## src/rtl/sort_avl_pkg.sv

```systemverilog
// Shared constants and state type for the sort peripheral Avalon-MM initiator.
package sort_avl_pkg;

    localparam logic [1:0] SORT_ADDR_VALUES = 2'd0;
    localparam logic [1:0] SORT_ADDR_RESULT = 2'd1;
    localparam logic [1:0] SORT_ADDR_STATUS = 2'd2;

    localparam int unsigned SORT_NVAL = 5;
    localparam int unsigned SORT_W    = 4;
    localparam int unsigned SORT_VW   = SORT_NVAL * SORT_W;

    typedef enum logic [3:0] {
        ST_IDLE,
        ST_WRITE,
        ST_SETTLE,
        ST_POLL_RD,
        ST_POLL_WT,
        ST_GAP,
        ST_RES_RD,
        ST_RES_WT,
        ST_DONE
    } sortMstState_e;

endpackage

```

## src/rtl/sort_avl_wait_timer.sv

```systemverilog
// Loadable down-counter for the settle and inter-poll idle periods; oExpire is high while the count is zero.
module sort_avl_wait_timer #(
    parameter int unsigned W = 2
) (
    input  logic         iCLK,
    input  logic         iReset_n,
    input  logic         iLoad,
    input  logic [W-1:0] iLoadVal,
    output logic         oExpire
);

    logic [W-1:0] count;

    always_ff @(posedge iCLK or negedge iReset_n) begin
        if (!iReset_n) begin
            count <= '0;
        end else if (iLoad) begin
            count <= iLoadVal;
        end else if (count != '0) begin
            count <= count - 1'b1;
        end
    end

    assign oExpire = (count == '0);

endmodule

```

## src/rtl/sort_avl_master.sv

```systemverilog
// Avalon-MM initiator: writes five packed nibbles, polls the status bit, reads back the sorted result.
// Optional poll timeout enabled by defining SORT_MST_TIMEOUT_EN.
module sort_avl_master #(
    parameter int unsigned SETTLE_CYCLES = 4,
    parameter int unsigned POLL_GAP      = 2,
    parameter int unsigned POLL_LIMIT    = 1023
) (
    input  logic        iCLK,
    input  logic        iReset_n,
    input  logic        iStart,
    input  logic [19:0] iValues,
    output logic        oBusy,
    output logic        oDone,
    output logic [19:0] oResult,
    output logic        oError,
    output logic        oChipsellect_n,
    output logic        oWrite_n,
    output logic        oRead_n,
    output logic [1:0]  oAddress,
    output logic [31:0] oData,
    input  logic [31:0] iData
);

    import sort_avl_pkg::*;

    localparam int unsigned PCW  = $clog2(POLL_LIMIT + 1);
    localparam int unsigned TMAX = (SETTLE_CYCLES > POLL_GAP) ? SETTLE_CYCLES : POLL_GAP;
    localparam int unsigned TW   = (TMAX > 1) ? $clog2(TMAX) : 1;

    // The timer is loaded one cycle early (in WRITE / POLL_WT), so the load value is N-1.
    localparam logic [TW-1:0]  SETTLE_LD = TW'((SETTLE_CYCLES > 0) ? SETTLE_CYCLES - 1 : 0);
    localparam logic [TW-1:0]  GAP_LD    = TW'((POLL_GAP > 0) ? POLL_GAP - 1 : 0);
    localparam logic [PCW-1:0] POLL_LAST = PCW'(POLL_LIMIT - 1);

`ifdef SORT_MST_TIMEOUT_EN
    localparam bit TIMEOUT_EN = 1'b1;
`else
    localparam bit TIMEOUT_EN = 1'b0;
`endif

    sortMstState_e state, nextState;

    logic [PCW-1:0] pollCnt;
    logic           pollExhausted;
    logic           tmrLoad;
    logic [TW-1:0]  tmrLoadVal;
    logic           tmrExpire;
    logic           statusDone;
    logic           unusedData;

    assign statusDone    = iData[0];
    assign pollExhausted = TIMEOUT_EN && (pollCnt >= POLL_LAST);
    assign unusedData    = ^iData[31:SORT_VW];

    assign tmrLoad    = (state == ST_WRITE) || (state == ST_POLL_WT);
    assign tmrLoadVal = (state == ST_WRITE) ? SETTLE_LD : GAP_LD;

    sort_avl_wait_timer #(
        .W (TW)
    ) uWaitTimer (
        .iCLK     (iCLK),
        .iReset_n (iReset_n),
        .iLoad    (tmrLoad),
        .iLoadVal (tmrLoadVal),
        .oExpire  (tmrExpire)
    );

    always_ff @(posedge iCLK or negedge iReset_n) begin
        if (!iReset_n) begin
            state <= ST_IDLE;
        end else begin
            state <= nextState;
        end
    end

    always_comb begin
        nextState = state;
        unique case (state)
            ST_IDLE: begin
                if (iStart) nextState = ST_WRITE;
            end
            ST_WRITE: begin
                nextState = (SETTLE_CYCLES == 0) ? ST_POLL_RD : ST_SETTLE;
            end
            ST_SETTLE: begin
                if (tmrExpire) nextState = ST_POLL_RD;
            end
            ST_POLL_RD: begin
                nextState = ST_POLL_WT;
            end
            ST_POLL_WT: begin
                if (statusDone) begin
                    nextState = ST_RES_RD;
                end else if (pollExhausted) begin
                    nextState = ST_IDLE;
                end else begin
                    nextState = (POLL_GAP == 0) ? ST_POLL_RD : ST_GAP;
                end
            end
            ST_GAP: begin
                if (tmrExpire) nextState = ST_POLL_RD;
            end
            ST_RES_RD: begin
                nextState = ST_RES_WT;
            end
            ST_RES_WT: begin
                nextState = ST_DONE;
            end
            ST_DONE: begin
                nextState = ST_IDLE;
            end
            default: begin
                nextState = ST_IDLE;
            end
        endcase
    end

    // Strobes decode straight from the state register, so an async reset releases the bus at once.
    always_comb begin
        oChipsellect_n = 1'b1;
        oWrite_n       = 1'b1;
        oRead_n        = 1'b1;
        oAddress       = SORT_ADDR_VALUES;
        oBusy          = 1'b0;
        oDone          = 1'b0;
        unique case (state)
            ST_IDLE: begin
            end
            ST_WRITE: begin
                oChipsellect_n = 1'b0;
                oWrite_n       = 1'b0;
                oAddress       = SORT_ADDR_VALUES;
                oBusy          = 1'b1;
            end
            ST_POLL_RD: begin
                oChipsellect_n = 1'b0;
                oRead_n        = 1'b0;
                oAddress       = SORT_ADDR_STATUS;
                oBusy          = 1'b1;
            end
            ST_RES_RD: begin
                oChipsellect_n = 1'b0;
                oRead_n        = 1'b0;
                oAddress       = SORT_ADDR_RESULT;
                oBusy          = 1'b1;
            end
            ST_DONE: begin
                oDone = 1'b1;
            end
            default: begin
                oBusy = 1'b1;
            end
        endcase
    end

    always_ff @(posedge iCLK or negedge iReset_n) begin
        if (!iReset_n) begin
            oData   <= '0;
            oResult <= '0;
            pollCnt <= '0;
        end else begin
            if (state == ST_IDLE && iStart) begin
                oData   <= {12'd0, iValues};
                pollCnt <= '0;
            end
            if (state == ST_POLL_WT && pollCnt != '1) begin
                pollCnt <= pollCnt + 1'b1;
            end
            if (state == ST_RES_WT) begin
                oResult <= iData[SORT_VW-1:0];
            end
        end
    end

`ifdef SORT_MST_TIMEOUT_EN
    logic errorFlag;

    always_ff @(posedge iCLK or negedge iReset_n) begin
        if (!iReset_n) begin
            errorFlag <= 1'b0;
        end else if (state == ST_IDLE && iStart) begin
            errorFlag <= 1'b0;
        end else if (state == ST_POLL_WT && !statusDone && pollExhausted) begin
            errorFlag <= 1'b1;
        end
    end

    assign oError = errorFlag;
`else
    assign oError = 1'b0;
`endif

endmodule

```

## config.mk

```make
export PLATFORM = sky130hd
export DESIGN_NAME = sort_avl_master
export DESIGN_NICKNAME = d
export VERILOG_FILES = /design/src/rtl/sort_avl_pkg.sv /design/src/rtl/sort_avl_wait_timer.sv /design/src/rtl/sort_avl_master.sv
export SDC_FILE = /design/constraint.sdc
export NUM_CORES = 1
export LEC_CHECK = 0
export CORE_ASPECT_RATIO = 1.4
export CORE_UTILIZATION = 30
export CTS_CLUSTER_SIZE = 28
export DETAILED_ROUTE_END_ITERATION = 12
export PLACE_DENSITY = 0.66
export SLEW_MARGIN = 20
export SYNTH_ARGS = -nofsm -noshare
export SYNTH_HDL_FRONTEND = slang
export SYNTH_SLANG_ARGS = --single-unit
```

## constraint.sdc

```tcl
create_clock -name iCLK -period 1.25 [get_ports iCLK]
set_input_delay 0.25 -clock iCLK [delete_from_list [all_inputs] [get_ports iCLK]]
set_output_delay 0.25 -clock iCLK [all_outputs]
set_load 0.01 [all_outputs]
```

# --- Word level (Yosys, flattened, before mapping) ---
# Cells that the tools add are included.
classes:
  n_mux: 13
  eq_ne: 10
  addsub: 1
  n_reduce_logical: 11
ops:
  columns: ["op", "n"]
  rows:
  - ["$pmux 4 s7", 1]
  - ["$eq 4x3->1 const B", 4]
  - ["$eq 4x2->1 const B", 2]
  - ["$mux 2", 4]
  - ["$mux 4", 2]
  - ["$reduce_or 2->1", 3]
  - ["$mux 1", 5]
  - ["$eq 4x1->1 const B", 1]
  - ["$eq 4x4->1 const B", 1]
  - ["$logic_not 4->1", 1]
  - ["$pmux 2 s2", 1]
  - ["$reduce_bool 2->1", 2]
  - ["$reduce_or 3->1", 1]
  - ["$logic_not 2->1", 1]
  - ["$ne 2x1->1 const B", 1]
  - ["$ne 2x2->1 const B", 1]
  - ["$reduce_and 2->1", 1]
  - ["$sub 2x1->2 const B", 1]
  - ["$logic_and 1x1->1", 1]
  - ["$logic_or 1x1->1", 1]
word_totals:
  wordCells: 39
  register_bits: 46
  out_inout_bits: 60
  input_bits: 55

# --- Longest topological paths before layout ---
logic_depth:
  word_depth: 4
  depth_mapped: 6
  depth_no_buf: 5

# --- Modules after synthesis ---
# A second synthesis with hierarchy kept.
hier_totals:
  cells_unflattened: 146
  hier_area_um2: 2175.8
modules_own_cells:
  columns: ["module", "area_each_um2", "instances", "seq_area_each_um2", "cells_per_inst"]
  rows:
  - ["sort_avl_master", 2062.0, 1, 1101.1, 134]
  - ["sort_avl_wait_timer", 113.9, 1, 50.0, 12]

# --- Worst setup path after synthesis ---
# Ideal clock, no wire load.
synth_path:
  path_type: "flip-flop to output port"
  from: "reg state[0]"
  to: "out oRead_n"
  stages_incl_launch_ff: 5
  arrival_time_ps: 1129
  t_required_ps: 1000
  n_path_buf: 1
  path_slack_ps: -129
  path_cell_list: "dfrtp_1 buf_2 nand2_1 nor3_1 nor2_1"
synth_between:
  elab_chain_cells: 3
  elab_cells_between_ends: 4
  classes_between: "2 x eq/ne; 1 x mux; 1 x reduce/logical"
synth_lines:
  columns: ["element", "line", "text"]
  rows:
  - ["start, declared", "sort_avl_master.sv:41", "sortMstState_e state, nextState;"]
  - ["start signal, assigned", "sort_avl_master.sv:72", "state <= nextState;"]
  - ["$eq 4x3->1 / $eq 4x2->1 (equally long branches)", "sort_avl_master.sv:126", "unique case (state)"]
  - ["$reduce_or 2->1 (no line) *", null, null]
  - ["$mux 1 *", "sort_avl_master.sv:126", null]
  - ["end, declared", "sort_avl_master.sv:18", "output logic oRead_n,"]
# Mark *: on every way between the ends. The rest lies on a longest branch, timed or not.

# --- Final worst setup path ---
layout_path:
  from: "reg state[2]"
  to: "out oChipsellect_n"
layout_between:
  elab_chain_cells: 3
  elab_cells_between_ends: 5
  classes_between: "3 x eq/ne; 1 x mux; 1 x reduce/logical"
layout_lines:
  columns: ["element", "line", "text"]
  rows:
  - ["$eq 4x1->1 (tied with other cells)", "sort_avl_master.sv:126", null]
  - ["$reduce_or 3->1 (no line) *", null, null]
  - ["$mux 1 *", "sort_avl_master.sv:126", null]
  - ["end, declared", "sort_avl_master.sv:16", "output logic oChipsellect_n,"]
# Marks and branches as above.

==> metrics.yaml <==
status: "finished, violations left"
violations: "negative setup slack"
grt_max_degree: 35
cts_sinks: 46
synth_top_area_frac: 0.530
core_area_um2: 6980
start_util: 0.311
drt_first_iter_violations: 59
cts_tree: "yes"
dr.pass1.iters: 4
synth_edf_count: 0
leakage_nw: 1.85
start_kind: "flop"
synth.yosys.seq_area_share: 0.530
fin_crit_ps: 1610
crit_type: "reg2out"
cts_htree_levels: 2
antenna_found_initial: 0
die_h_um: 103
synth_seq_cells: 46
final_layout_size_suffix_gt1_frac: 0.431
grt_pass1_vias: 1664
antenna_cells: 0
die_x_um: 73.9
hold_viol_final: 0
grt_pass1_wl_um: 8290
irDropWorstVdd_mv: 1.37
ys_warn_count: 0
die_area_um2: 7590
period_share: 1.29
viasPerCell: 4.30
clockRootBuffer: "clkbuf_8"
antenna_left: 0
finalSetupViolations: 49
wire_per_inst_um: 13.9
cp.arrival_ps: 1360
setup_ws_ps: -358
cp.required_ps: 1000
synth_area_um2: 2170
holdWs_ps: 372
yosysMostFrequentCell: "dfrtp_1"
async_reset_ff_frac: 1.00
power_mw: 9.56
report.final.slew_viol_count: 0
via_count: 1618
post-route-util: 0.547
dp_hpwl_um: 3330
area_growth_pct: 75.7
io_buffers: 89
worstPathMaxFanout: 4
final_cell_area_um2: 3820
syn_avg_cell_area_um2: 14.8
routed_wl_um: 5230
gp_congestion: 0.795
placedInstanceArea_um2: 3250
clkTransAtPathRegs_ps: 90
skew_ps: 3.58
fmax_ghz: 0.622
fin_nets: 336
ys.flop_type: "dfrtp_1"
place_ws_ps: -449
cap_viol_max_count: 0
cts_made_buffers: 5
ys_types: 30
synthTopCellsByArea: "dfrtp_1 (53%), mux2_4 (27%), buf_4 (4.5%)"
powerDensity_nw_per_um2: 2510
cts_buffer_depth: 2
drcViolationCount: 0
cp-end-kind: "output port"
synth_top_cells_by_count: "dfrtp_1 (46), mux2_4 (39), buf_4 (13)"
synthCells: 147
clk-insertion-delay-late_ps: 290
grt.overflow.total: 0
rows: 36
grt.total_usage: 0.146
yosysTopAreaCell: "dfrtp_1"
fill_cells: 603
grt_setup_unrepaired: "yes"
io_pins: 115
hold_path.class: "in2async"
sequential cells by signal, indices dropped and copies added, names as in the netlist:
name and count:
uWaitTimer.count 2, oResult 20, oData 20, state 4
where the power goes:
group | switching, mW | internal (mW) | total [mW]
Combinational | 2.11 | 3.62 | 5.73
Clock | 0.515 | 0.600 | 1.11
Sequential | 0.448 | 2.27 | 2.71
metrics by stage:
step                      std cells  TNS (ps)
after CTS                       365    -13030
after global placement          338    -11230
after global routing            376    -16020
final                           376    -13550
after floorplan                 159      -956
after detailed placement        338    -11780
per-layer routing:
layer	up-vias	routed length, µm	GRT usage
met4	0	102	0.0444
met2	68	2850	0.259
met3	9	280	0.0323
met5	-	0	0
met1	798	2000	0.174
li1	743	-	-
area by class of cell:
| class | count | area (µm²) | share of cell area |
|---|---|---|---|
| clock buffers | 5 | 68.8 | 0.0180 |
| repair buffers | 136 | 1450 | 0.380 |
| inverters | 5 | 21.3 | 0.00557 |
| multi-input cells | 86 | 961 | 0.252 |
| flip-flops and latches | 46 | 1150 | 0.302 |
| clock inverters | 3 | 43.8 | 0.0115 |
| well taps | 95 | 119 | 0.0311 |
placed cells by master, fill, tap and decap left out, types with 4 or more instances in the layout:
cell type,n
dfrtp_1,44
buf_2,5
conb_1,13
buf_16,5
clkdlybuf4s50_1,41
buf_12,7
dlygate4sd2_1,4
clkdlybuf4s15_1,36
clkbuf_8,5
nand2_1,4
mux2_4,40
buf_4,23
buf_6,14
what timing repair did:
action	CTS	global route
setup endpoints to repair	90	90
gates cloned	5	0
hold buffers	1	0
endpoints found under the hold margin	12	0
setup buffers	13	14
resized for setup	90	49
pin swaps	9	7
cell families (layout without fill, tap and decap cells):
| logic type | count (synthesis) | after routing | synth area share |
|---|---|---|---|
| flip-flops | 46 | 46 | 0.530 |
| multiplexers | 41 | 41 | 0.279 |
| buffers and inverters | 27 | 149 | 0.0887 |
| AND/OR/NAND/NOR | 20 | 20 | 0.0553 |
| AO/OA/AOI/OAI | 9 | 9 | 0.0311 |
| XOR/XNOR | 2 | 2 | 0.00807 |
| adder cells (fa/ha/maj) | 1 | 1 | 0.00576 |
| other | 1 | 13 | 0.00173 |
path summary, 6_finish.rpt:
path	from	endpoint	slack, ps	depth (start not counted)
max	state[2]$_DFFE_PN0P_	oChipsellect_n	-360	4
min	iReset_n	oResult[10]$_DFFE_PN0N_	370	2
max reg2reg	state[0]$_DFFE_PN0P_	oData[7]$_DFFE_PN0P_	-350	7
min reg2reg	oData[17]$_DFFE_PN0P_	oData[17]$_DFFE_PN0P_	510	1
max in group asynchronous	iReset_n	uWaitTimer.count[0]$_DFFE_PN0P_	380	3
min in group iCLK	oData[17]$_DFFE_PN0P_	oData[17]$_DFFE_PN0P_	510	1
worst max-delay path, stage by stage (launching register included):
cell and delay [ps]:
dfrtp_1 430, and4bb_2 290, buf_6 120, a21oi_2 90
buf_2 140
No activity file was read; power rests on OpenSTA's default activity.
